--- config.mk ---
export PLATFORM = sky130hd
export DESIGN_NAME = sha256_msg_sequencer
export DESIGN_NICKNAME = d
export VERILOG_FILES = /design/src/rtl/sha256_msg_sequencer.sv
export SDC_FILE = /design/constraint.sdc
export NUM_CORES = 1
export LEC_CHECK = 0
export CORE_MARGIN = 3
export CORE_UTILIZATION = 49
export CTS_CLUSTER_DIAMETER = 200
export DETAILED_ROUTE_END_ITERATION = 8
export PLACE_DENSITY = 0.84
export SLEW_MARGIN = 10
export SYNTH_ARGS = -nofsm -noshare
export SYNTH_HDL_FRONTEND = slang
export SYNTH_SLANG_ARGS = --single-unit
export TNS_END_PERCENT = 30
--- constraint.sdc ---
create_clock -name wb_clk_i -period 2.8 [get_ports wb_clk_i]
set_input_delay 0.56 -clock wb_clk_i [delete_from_list [all_inputs] [get_ports wb_clk_i]]
set_output_delay 0.56 -clock wb_clk_i [all_outputs]
set_load 0.005 [all_outputs]
--- src/rtl/sha256_msg_sequencer.sv ---
// sha256_msg_sequencer: feeds the SHA-256 compression core from a message word
// stream. It appends the 0x80 pad byte, the zero fill and the 64-bit bit length,
// and splits the result into 16-word blocks chained through the core.
//
// Ports
//   wb_clk_i, wb_rst_i        clock, asynchronous active-high reset
//   msg_start                 pulse: begin a new message (accepted only when idle)
//   msg_valid/msg_ready       message word handshake
//   msg_data/msg_last/msg_bytes  word, final-word flag, valid bytes in final word
//   core_first                high for every word of the first block
//   core_wvalid/core_wready   core word handshake, core_wdata is the word
//   core_block_done           pulse: core finished compressing the current block
//   busy, done, err           status: message in progress, digest valid, sticky error
module sha256_msg_sequencer #(
    parameter int unsigned LEN_W = 32
) (
    input  logic        wb_clk_i,
    input  logic        wb_rst_i,
    input  logic        msg_start,
    input  logic        msg_valid,
    output logic        msg_ready,
    input  logic [31:0] msg_data,
    input  logic        msg_last,
    input  logic [2:0]  msg_bytes,
    output logic        core_first,
    output logic        core_wvalid,
    input  logic        core_wready,
    output logic [31:0] core_wdata,
    input  logic        core_block_done,
    output logic        busy,
    output logic        done,
    output logic        err
);

    localparam int unsigned CW = LEN_W + 1;

    typedef enum logic [2:0] {
        S_IDLE, S_DATA, S_PAD, S_ZERO, S_LENHI, S_LENLO, S_WAIT, S_DONE
    } state_t;

    state_t           state, state_nx, ret_q, ret_nx, phase_nx;
    logic [3:0]       widx_q, widx_nx;
    logic [LEN_W-1:0] cnt_q, cnt_nx;
    logic [CW-1:0]    cnt_sum;
    logic [2:0]       add, n_eff;
    logic [63:0]      len_bits;
    logic             first_q, first_nx, err_nx, done_nx, xfer;

    // Phase following a word that holds the pad byte (or a zero-fill word) at widx w:
    // leave two slots for the length, or spill the length into the next block.
    function automatic state_t fill_next(input logic [3:0] w);
        if (w == 4'd13) return S_LENHI;
        return S_ZERO;
    endfunction

    // Final data word with n valid bytes: pad byte right after the data.
    function automatic logic [31:0] pad_word(input logic [31:0] d, input logic [2:0] n);
        case (n)
            3'd1:    return {d[31:24], 24'h80_0000};
            3'd2:    return {d[31:16], 16'h8000};
            3'd3:    return {d[31:8], 8'h80};
            default: return d;
        endcase
    endfunction

    // State and datapath registers
    always_ff @(posedge wb_clk_i or posedge wb_rst_i) begin
        if (wb_rst_i) begin
            state   <= S_IDLE;
            ret_q   <= S_DATA;
            widx_q  <= '0;
            cnt_q   <= '0;
            first_q <= 1'b0;
            err     <= 1'b0;
            done    <= 1'b0;
            busy    <= 1'b0;
        end else begin
            state   <= state_nx;
            ret_q   <= ret_nx;
            widx_q  <= widx_nx;
            cnt_q   <= cnt_nx;
            first_q <= first_nx;
            err     <= err_nx;
            done    <= done_nx;
            busy    <= (state_nx != S_IDLE);
        end
    end

    assign core_first = first_q;

    // Next state, word mux and handshake
    always_comb begin
        state_nx    = state;
        ret_nx      = ret_q;
        phase_nx    = state;
        widx_nx     = widx_q;
        cnt_nx      = cnt_q;
        cnt_sum     = '0;
        first_nx    = first_q;
        err_nx      = err;
        done_nx     = 1'b0;
        msg_ready   = 1'b0;
        core_wvalid = 1'b0;
        core_wdata  = '0;
        add         = 3'd0;
        n_eff       = (msg_bytes > 3'd4) ? 3'd4 : msg_bytes;
        len_bits    = 64'({cnt_q, 3'b000});

        case (state)
            S_IDLE: begin
                if (msg_start) begin
                    state_nx = S_DATA;
                    err_nx   = 1'b0;
                    cnt_nx   = '0;
                    widx_nx  = '0;
                    first_nx = 1'b1;
                end
            end
            S_DATA: begin
                if (msg_last && n_eff == 3'd0) begin
                    // Empty terminator: consumed without a core transfer
                    msg_ready = 1'b1;
                    if (msg_valid) state_nx = S_PAD;
                end else begin
                    msg_ready   = core_wready;
                    core_wvalid = msg_valid;
                    core_wdata  = pad_word(msg_data, msg_last ? n_eff : 3'd4);
                    if (!msg_last) begin
                        add      = 3'd4;
                        phase_nx = S_DATA;
                    end else if (n_eff == 3'd4) begin
                        add      = 3'd4;
                        phase_nx = S_PAD;
                    end else begin
                        add      = n_eff;
                        phase_nx = fill_next(widx_q);
                    end
                    if (msg_valid && core_wready && msg_last && msg_bytes > 3'd4)
                        err_nx = 1'b1;
                end
            end
            S_PAD: begin
                core_wvalid = 1'b1;
                core_wdata  = 32'h8000_0000;
                phase_nx    = fill_next(widx_q);
            end
            S_ZERO: begin
                core_wvalid = 1'b1;
                phase_nx    = fill_next(widx_q);
            end
            S_LENHI: begin
                core_wvalid = 1'b1;
                core_wdata  = len_bits[63:32];
                phase_nx    = S_LENLO;
            end
            S_LENLO: begin
                core_wvalid = 1'b1;
                core_wdata  = len_bits[31:0];
                phase_nx    = S_DONE;
            end
            S_WAIT: begin
                if (core_block_done) begin
                    state_nx = ret_q;
                    done_nx  = (ret_q == S_DONE);
                end
            end
            S_DONE:  state_nx = S_IDLE;
            default: state_nx = S_IDLE;
        endcase

        xfer = core_wvalid && core_wready;
        if (xfer) begin
            widx_nx = widx_q + 4'd1;
            cnt_sum = {1'b0, cnt_q} + CW'(add);
            cnt_nx  = cnt_sum[LEN_W-1:0];
            if (cnt_sum[LEN_W]) err_nx = 1'b1;
            // Block boundary: park in WAIT, remember where to resume
            if (widx_q == 4'd15) begin
                state_nx = S_WAIT;
                ret_nx   = phase_nx;
                first_nx = 1'b0;
            end else begin
                state_nx = phase_nx;
            end
        end

        if (msg_start && state != S_IDLE) err_nx = 1'b1;
        if (core_block_done && state != S_WAIT) err_nx = 1'b1;
    end

endmodule
# ---- Word-level counts from Yosys, hierarchy flattened
# Index checks and enable logic that the tools add are counted.
dict set report totals {
  out_inout_bits 38
  in_bits 42
  elab_cells 97
  regBits 46
}
dict set report classes {
  n_eq_ne 15
  order_cmp 1
  reduce_logical 16
  n_mux 55
  n_addsub 2
}
# op n
set ops {}
lappend ops {{32-bit 2-to-1 mux} 4}
lappend ops {{32-bit case mux with 4 select lines} 1}
lappend ops {{24-bit case mux with 3 select lines} 1}
lappend ops {{3-bit 2-to-1 mux} 19}
lappend ops {{32-bit by 3-bit adder with 33-bit output} 1}
lappend ops {{1-bit 2-to-1 mux} 23}
lappend ops {{3-bit equality test, second input constant} 6}
lappend ops {{3-bit case mux with 5 select lines} 1}
lappend ops {{3-bit by 2-bit equality test with 1-bit output, second input constant} 4}
lappend ops {{4-bit 2-to-1 mux} 3}
lappend ops {{3-bit case mux with 4 select lines} 1}
lappend ops {{4-bit equality test, second input constant} 2}
lappend ops {{1-bit logical AND} 7}
lappend ops {{3-bit by 1-bit equality test with 1-bit output, second input constant} 2}
lappend ops {{3-bit logical NOT} 2}
lappend ops {{3-bit nonzero test} 2}
lappend ops {{4-bit by 1-bit adder with 4-bit output, second input constant} 1}
lappend ops {{1-bit case mux with 2 select lines} 2}
lappend ops {{2-bit AND reduction} 2}
lappend ops {{2-bit nonzero test} 2}
lappend ops {{4-bit OR reduction} 1}
lappend ops {{3-bit greater-than comparator, second input constant} 1}
lappend ops {{3-bit inequality test, second input constant} 1}

# ---- Longest topological paths before layout
# Gate-level depths: netlist (run 1).
dict set report logic_depth {
  depth_word 15
  mapped_depth 11
}

# ---- Worst setup path after synthesis (run 1)
# Ideal clock, no wire load.
dict set report synth_timing {
  kind {reg2reg}
  from {register state[2]}
  to {register cnt_q[28]}
  slack_ns 0.282
  stages_incl_launch_ff 12
  setup_time_ns 0.140
  period_less_slack_ns 2.518
  required_ns 2.660
  path_buffers 1
  t_arrival_ns 2.378
  cell_sequence {dfrtp_1 -> buf_2 -> nor3b_1 -> and3_1 -> ha_1 -> inv_1 -> fa_1 -> nor2b_1 -> o21a_1 -> nand3_1 -> o311ai_0 -> o41ai_1}
}
dict set report synth_via {
  elab_chain_cells 6
  elab_cells_between_ends 15
}
# element line_no
set synth_rtl {}
lappend synth_rtl {{start, declared} 41} ;# state_t state, state_nx, ret_q, ret_nx, phase_nx;
lappend synth_rtl {{start signal, assigned} 78} ;# state <= state_nx;
lappend synth_rtl {{branches (longest 6 deep; another with 32-bit by 3-bit adder with 33-bit output)} n/a}
lappend synth_rtl {{end signal, assigned} 81} ;# cnt_q <= cnt_nx;
lappend synth_rtl {{end, declared} 43} ;# logic [LEN_W-1:0] cnt_q, cnt_nx;
# Parallel ways; which one is timed is not known.
# A chain may end at the register's enable or synchronous reset.

# ---- Worst setup path after layout (run 1)
dict set report layout_timing {
  from {input msg_last}
  to {output core_wvalid}
}
dict set report layout_via {
  elab_chain_cells 3
}
# element line_no
set layout_rtl {}
lappend layout_rtl {{start, declared} 23} ;# input logic msg_last,
lappend layout_rtl {{1-bit logical AND} 120} ;# if (msg_last && n_eff == 3'd0) begin
lappend layout_rtl {{1-bit 2-to-1 mux} 120}
lappend layout_rtl {{1-bit case mux with 2 select lines} 109} ;# case (state)
lappend layout_rtl {{end, declared} 26} ;# output logic core_wvalid,
# No other way between the ends.

==> results.txt, run 1 <==
First drt pass iteration count -> 4
Max-slew violations -> 0
Hold_sp -> core_first
Post-synthesis register bit count -> 46
Detailed-routing wirelength on met1 -> 3.85 mm
CTS Sinks -> 46
Comb pwr share -> 0.464
Final setup viols -> 0
Most common cell after layout, fill and taps aside -> clkdlybuf4s50_1
Cts bufs inserted -> 5
Main flop type after synthesis -> dfrtp_1
Max-Cap Viols -> 0
Highest Signal Layer -> met4
R2R setup slack -> 250 ps
Initial antenna violation count -> 0
Clock Power Share -> 0.176
Worst EP arrival -> 2190 ps
CTS Hold Bufs -> 0
Most frequent cells in the layout -> 74 x clkdlybuf4s50_1, 45 x dfrtp_1, 41 x nand2_1
Die Wd -> 83.4 microns
Worst Path Required -> 2240 ps
Reg-to-reg endpoint -> cnt_q[14]
Final Hold Fails -> 0
Routed WL -> 8.78 mm
Row count -> 27
CTS tree -> built
Maximum achievable frequency -> 363 MHz
Via count -> 3099
Fin crit period -> 2750 ps
Synth-to-layout area growth -> 44.5%
Post-synth cell types -> 47
Asr flop ratio synth -> 1.00
Hold path depth -> 2
Vias per cell -> 6.04
Global-route wire length before repair -> 14.7 mm
Gr ovfl total -> 0
Final Util -> 0.751
Initial Utilization -> 0.520
Met2 wire len -> 4.20 mm
Sequential share of power -> 0.360
Peak supply drop -> 0.000437 V
Clk Latency, worst-skew pair -> 300 ps
Port-buffer cells -> 79
Syn_nets -> 378
Syn_area_per_cell -> 8.88 sq um
Dpl cells -> 504
Largest net degree at the start of global routing -> 29
CTS clk-pin slew, worst paths -> 80 ps
Final net count -> 488
Top Ports -> 80
First DRT Iteration DRCs -> 136
RD Place Congestion -> 0.922
Non-Filler Instances -> 513
Layout cells sized above 1 -> 0.154
Switching Share -> 0.373
Final period utilization -> 0.983
Register area share after synthesis -> 0.393
CP startpoint kind -> input port
Synth warn -> 0
RSZ-0062 raised after global routing -> no
PD cells -> 552 mW/mm^2
Worst path cell trace -> dlygate4sd2_1 -> buf_6 -> or4b_4 -> a41o_1 -> clkdlybuf4s50_1
Crit path max fanout -> 5
Worst R2R Path Depth -> 11
Post-detail-place hpwl -> 6.60 mm
R2r startpoint -> state[2]
Run status -> finished, final reports clean
Final worst clock skew -> 10.7 ps
Final ANT Viol Nets -> 0
Crit. End Element -> output pin
Clock H-tree levels -> 2
LEAKAGE -> 0.00183 uW
Int Pwr -> 1470 uW
Antenna diodes -> 0
Die height -> 83.4 microns
Root Buffer Master -> clkbuf_8
Vias in the first global route -> 3034
Drt drc -> 0
P_sw -> 873 uW
Post-synth EDFFs -> 0
Wire per inst -> 17.1 microns
Total track usage -> 0.255
Critical path's slowest cell -> or4b_4
HP Class -> reg -> reg
Met3 WL -> 531 microns
Synthesized instance count -> 330
Slew headroom -> 0.513
Max incr delay on CP -> 510 ps
Max clock buf depth -> 2
Die area -> 0.00695 sq mm
Crit Path Class -> in -> out
Hold Path End -> core_first
Post-synthesis cell area -> 0.00293 sq mm
Core ar. -> 0.00564 sq mm
Worst Max-Slew Pin Slew -> 726 ps
cell usage after synthesis, types with 2 or more instances:
cell type | number | area share
o31ai_1 | 9 | 0.023
nor3_1 | 4 | 0.0068
ha_1 | 5 | 0.021
nor2_1 | 29 | 0.037
nor4_1 | 3 | 0.0064
dfrtp_1 | 45 | 0.38
a31oi_1 | 4 | 0.0085
nand2_1 | 42 | 0.054
a22o_1 | 27 | 0.081
o41ai_1 | 3 | 0.0090
buf_2 | 3 | 0.0051
a21oi_1 | 8 | 0.014
o32a_1 | 2 | 0.0068
nor2b_1 | 4 | 0.0085
o211ai_1 | 7 | 0.018
nand2b_1 | 2 | 0.0043
and2_1 | 2 | 0.0043
clkbuf_1 | 11 | 0.014
xor2_1 | 6 | 0.018
nand3_1 | 18 | 0.031
nand4_1 | 8 | 0.017
a21o_1 | 2 | 0.0051
inv_1 | 14 | 0.018
mux2i_1 | 16 | 0.055
nor3b_1 | 4 | 0.010
and4b_1 | 2 | 0.0068
o21ai_0 | 18 | 0.031
and4_1 | 3 | 0.0090
and3_1 | 7 | 0.015
o311ai_0 | 5 | 0.015
power by group through the flow:
stage	registers, uW	clock network, uW	logic, uW
2_1_floorplan	835	0	547
3_3_place_gp	844	0	1040
3_5_place_dp	850	0	1050
4_1_cts	836	417	1070
5_1_grt	857	447	1200
6_report	843	411	1090
critical path, delay by kind of cell:
kind	cells	cell delay [ps]
buffers and inverters	3	850
and+or+nand+nor	1	510
AOI/OAI and AO/OA	1	270
worst max path at each step:
stage          slack, ps         start             end  cells after the start
3_5_place_dp        -350      msg_last       cnt_q[20]                     11
4_1_cts               50  msg_bytes[2]  core_wdata[23]                      7
6_report              50      msg_last     core_wvalid                      5
5_1_grt                9      msg_last  core_wdata[24]                      8
3_3_place_gp        -380      msg_last  core_wdata[29]                      8
2_1_floorplan        280      state[2]       cnt_q[28]                     11
flip-flops by register name, indices dropped and copies added, names as in the netlist:
name        count
busy            1
cnt_q          32
core_first      1
done            1
err             1
ret_q           3
state           3
widx_q          4
area by class of cell:
cell class | instances | area [sq um]
clock buffer | 5 | 68.8
clock inverter | 3 | 21.3
fill | 407 | 1410
inverter | 14 | 52.6
multi-input combinational | 256 | 1740
sequential | 46 | 1150
tap | 72 | 90.1
timing repair buffer | 117 | 1110
repair_timing:
item | in CTS | in global routing
gates resized for setup | 12 | 14
pin swaps | 1 | 0
setup buffers | 1 | 0
setup endpoints to repair | 42 | 33
through the flow:
| step | instance area, sq um | setup WS (ps) | setup TNS, ps | total power [uW] | hold slack, ps |
|---|---|---|---|---|---|
| 3_3_place_gp | 4080 | -385 | -8850 | 1880 | 479 |
| 3_5_place_dp | 4080 | -352 | -11220 | 1900 | 502 |
| 5_1_grt | 4240 | 9.06 | 0 | 2500 | 535 |
| 6_report | 4240 | 46.2 | 0 | 2340 | 510 |
| 4_1_cts | 4210 | 52.5 | 0 | 2320 | 517 |
| 2_1_floorplan | 2930 | 282 | 0 | 1380 | 459 |
cell families (layout without fill, tap and decap cells):
family / after synthesis / after routing / share of synthesized area
AO/OA/AOI/OAI: 93 / 93 / 0.235
flip-flops: 46 / 46 / 0.393
multiplexers: 17 / 17 / 0.0585
XOR/XNOR: 6 / 6 / 0.0179
buffers and inverters: 28 / 139 / 0.0371
adder cells (fa/ha/maj): 6 / 6 / 0.0282
AND/OR/NAND/NOR: 134 / 134 / 0.230
metal layers:
metal	up-vias	GRT usage
li1	1460	-
met3	19	0.0506
met2	120	0.420
met4	0	0.0921
met5	-	0
met1	1500	0.331
Power figures use the tool's default switching activity.
==> inputs of run 2 (changes only) <==
--- a/config.mk
+++ b/config.mk
@@ -6,10 +6,11 @@
 export NUM_CORES = 1
 export LEC_CHECK = 0
 export CORE_MARGIN = 3
-export CORE_UTILIZATION = 49
+export CORE_UTILIZATION = 30
 export CTS_CLUSTER_DIAMETER = 200
+export CTS_CLUSTER_SIZE = 40
 export DETAILED_ROUTE_END_ITERATION = 8
-export PLACE_DENSITY = 0.84
+export PLACE_DENSITY = 0.57
 export SLEW_MARGIN = 10
 export SYNTH_ARGS = -nofsm -noshare
 export SYNTH_HDL_FRONTEND = slang
==> run 2 against run 1 <==
Net effect:
- critical path type unchanged
- clock skew shrank 1.8 ps
- worst setup slack gained 22 ps
- fmax grew 0.82%
- non-clock buffer count grew 10
- sequential power grew 0.5%
- sequential share of layout area shrank 1.3 points
==> results.txt, run 2 (synthesis results as in run 1) <==
Run status -> finished, final reports clean
Max-slew violations -> 0 (unchanged)
LEAKAGE -> 0.00195 uW (+6.2%)
Die area -> 0.0110 sq mm (+58%)
Fin crit period -> 2730 ps (-22.3 ps)
Crit path max fanout -> 5 (unchanged)
Max-Cap Viols -> 0 (unchanged)
Vias in the first global route -> 2805 (-7.5%)
First DRT Iteration DRCs -> 178 (+31%)
Layout cells sized above 1 -> 0.169 (+0.0143)
Multi-input gate area -> 0.00173 sq mm (-0.29%)
CTS clk-pin slew, worst paths -> 100 ps (+20 ps)
Die height -> 105 microns (+26%)
Port-buffer cells -> 79 (unchanged)
Clock H-tree levels -> 2 (unchanged)
Max clock buf depth -> 2 (unchanged)
Final setup viols -> 0 (unchanged)
Worst path cell trace -> dlygate4sd2_1 -> buf_4 -> nand2b_4 -> nor2_2 -> mux2i_1 -> o21ai_0 -> and2_1 -> clkdlybuf4s50_1
Maximum achievable frequency -> 366 MHz (+0.82%)
Row count -> 35 (+30%)
Worst Path Required -> 2240 ps (about the same)
Cts bufs inserted -> 5 (unchanged)
CP startpoint kind -> input port
Worst Hold Slack -> 508 ps (-1.25 ps)
Total negative setup slack -> 0 ps (unchanged)
Switching Share -> 0.366 (-0.00667)
Max incr delay on CP -> 510 ps (about the same)
Initial antenna violation count -> 0 (unchanged)
Clock Power Share -> 0.205 (+0.029)
Post-detail-place hpwl -> 6.91 mm (+4.7%)
Dpl cells -> 560 (+11%)
Final net count -> 498 (+2.0%)
CTS Sinks -> 46 (unchanged)
Initial Utilization -> 0.313 (-0.207)
Largest net degree at the start of global routing -> 29 (unchanged)
Die Wd -> 105 microns (+26%)
Final Hold Fails -> 0 (unchanged)
P_sw -> 933 uW (+6.9%)
Clk Latency, worst-skew pair -> 310 ps (about the same)
Crit. End Element -> output pin
Reg area -> 0.00115 sq mm (unchanged)
Peak supply drop -> 0.000229 V (-48%)
Final period utilization -> 0.976 (-0.00796)
Comb pwr share -> 0.462 (-0.002)
Total track usage -> 0.163 (-0.0911)
Wire per inst -> 16.3 microns (-4.8%)
Slew headroom -> 0.460 (-0.0533)
Pwr Total -> 2550 uW (+8.8%)
Worst EP arrival -> 2170 ps (-20 ps)
Routed WL -> 9.45 mm (+7.6%)
Gr ovfl total -> 0 (unchanged)
Most frequent cells in the layout -> 68 x clkdlybuf4s50_1, 45 x dfrtp_1, 41 x nand2_1
Final ANT Viol Nets -> 0 (unchanged)
Vias per cell -> 5.23 (-13%)
Final worst clock skew -> 8.87 ps (-1.79 ps)
Max reg flops -> 32 (unchanged)
Global-route wire length before repair -> 14.6 mm (about the same)
Fillers -> 928 (+130%)
First drt pass iteration count -> 5 (+1)
Worst Max-Slew Pin Slew -> 805 ps (+79.5 ps)
RD Place Congestion -> 0.845 (-8.3%)
Largest registers -> cnt_q (32), widx_q (4)
PD cells -> 573 mW/mm^2 (+3.8%)
CTS Hold Bufs -> 0 (unchanged)
RSZ-0062 raised after global routing -> yes
Crit Path Class -> in -> out
HP Class -> reg -> reg
Most flops, register -> cnt_q
Non-Filler Instances -> 580 (+13%)
Core ar. -> 0.00937 sq mm (+66%)
Sequential share of power -> 0.333 (-0.027)
Int Pwr -> 1610 uW (+10%)
Top Ports -> 80 (unchanged)
Critical path's slowest cell -> clkdlybuf4s50_1
Antenna diodes -> 0 (unchanged)
Root Buffer Master -> clkbuf_8
CTS tree -> built
Drt drc -> 0 (unchanged)
Most common cell after layout, fill and taps aside -> clkdlybuf4s50_1
Via count -> 3033 (-2.1%)
Synth-to-layout area growth -> 51.5%
-- run 2: critical path, delay by kind of cell --
kind                   cells  cell delay (ps)
AO/OA/AOI/OAI              1              140
AND/OR/NAND/NOR            3              470
multiplexers               1               80
buffers and inverters      3              930
-- run 2: power groups by stage --
stage	Sequential, uW	Clock [uW]	Combinational, uW
floorplan	835	0	547
global placement	851	0	1030
detailed placement	855	0	1020
CTS	844	537	1020
global route	860	564	1280
finish	847	523	1180
-- run 2: per-layer routing --
layer	vias up	wire, microns	GRT usage
met5	-	0	0
met4	0	125	0.0506
met3	12	511	0.0321
met2	105	4190	0.243
met1	1440	4630	0.238
li1	1476	-	-
-- run 2: through the flow --
| step | instance area [sq um] | worst slack [ps] | utilization |
|---|---|---|---|
| after floorplan | 2930 | 282 | - |
| final | 4440 | 68.5 | 0.474 |
| after global placement | 4130 | -286 | 0.440 |
| after global routing | 4440 | -44.6 | 0.474 |
| after detailed placement | 4130 | -379 | 0.440 |
| after CTS | 4270 | 1.15 | 0.455 |
-- run 2: layout make-up --
type	count	share of cell area
inverter	14	0.0127
clock inverter	3	0.00986
timing repair buffer	127	0.276
multi-input combinational	256	0.390
clock buffer	5	0.0155
sequential	46	0.259
tap	129	0.0363
-- run 2: final timing paths --
| path | startpoint | endpoint | slack, ps | cells past startpoint |
|---|---|---|---|---|
| max in group asynchronous | wb_rst_i | ret_q[0] | 1590 | 3 |
| max reg2reg | state[2] | cnt_q[22] | 230 | 10 |
| min in group asynchronous | wb_rst_i | done | 600 | 2 |
| min | cnt_q[8] | cnt_q[8] | 510 | 1 |
| min reg2reg | cnt_q[8] | cnt_q[8] | 510 | 1 |
| max | msg_bytes[2] | core_wdata[23] | 70 | 8 |
-- run 2: timing repair --
item                                    in CTS  in global routing
endpoints found under the setup margin      39                 32
buffers inserted                             0                 10
cloned                                       0                  2
pin swaps                                    3                  2
resized for setup                           19                 12
==> inputs of run 3 (changes only) <==
--- a/config.mk
+++ b/config.mk
@@ -11,7 +11,7 @@
 export CTS_CLUSTER_SIZE = 40
 export DETAILED_ROUTE_END_ITERATION = 8
 export PLACE_DENSITY = 0.57
-export SLEW_MARGIN = 10
+export SLEW_MARGIN = 20
 export SYNTH_ARGS = -nofsm -noshare
 export SYNTH_HDL_FRONTEND = slang
 export SYNTH_SLANG_ARGS = --single-unit
==> results of run 3 <==
Same layout as run 2: the final DEF is identical, and so are final timing and power.
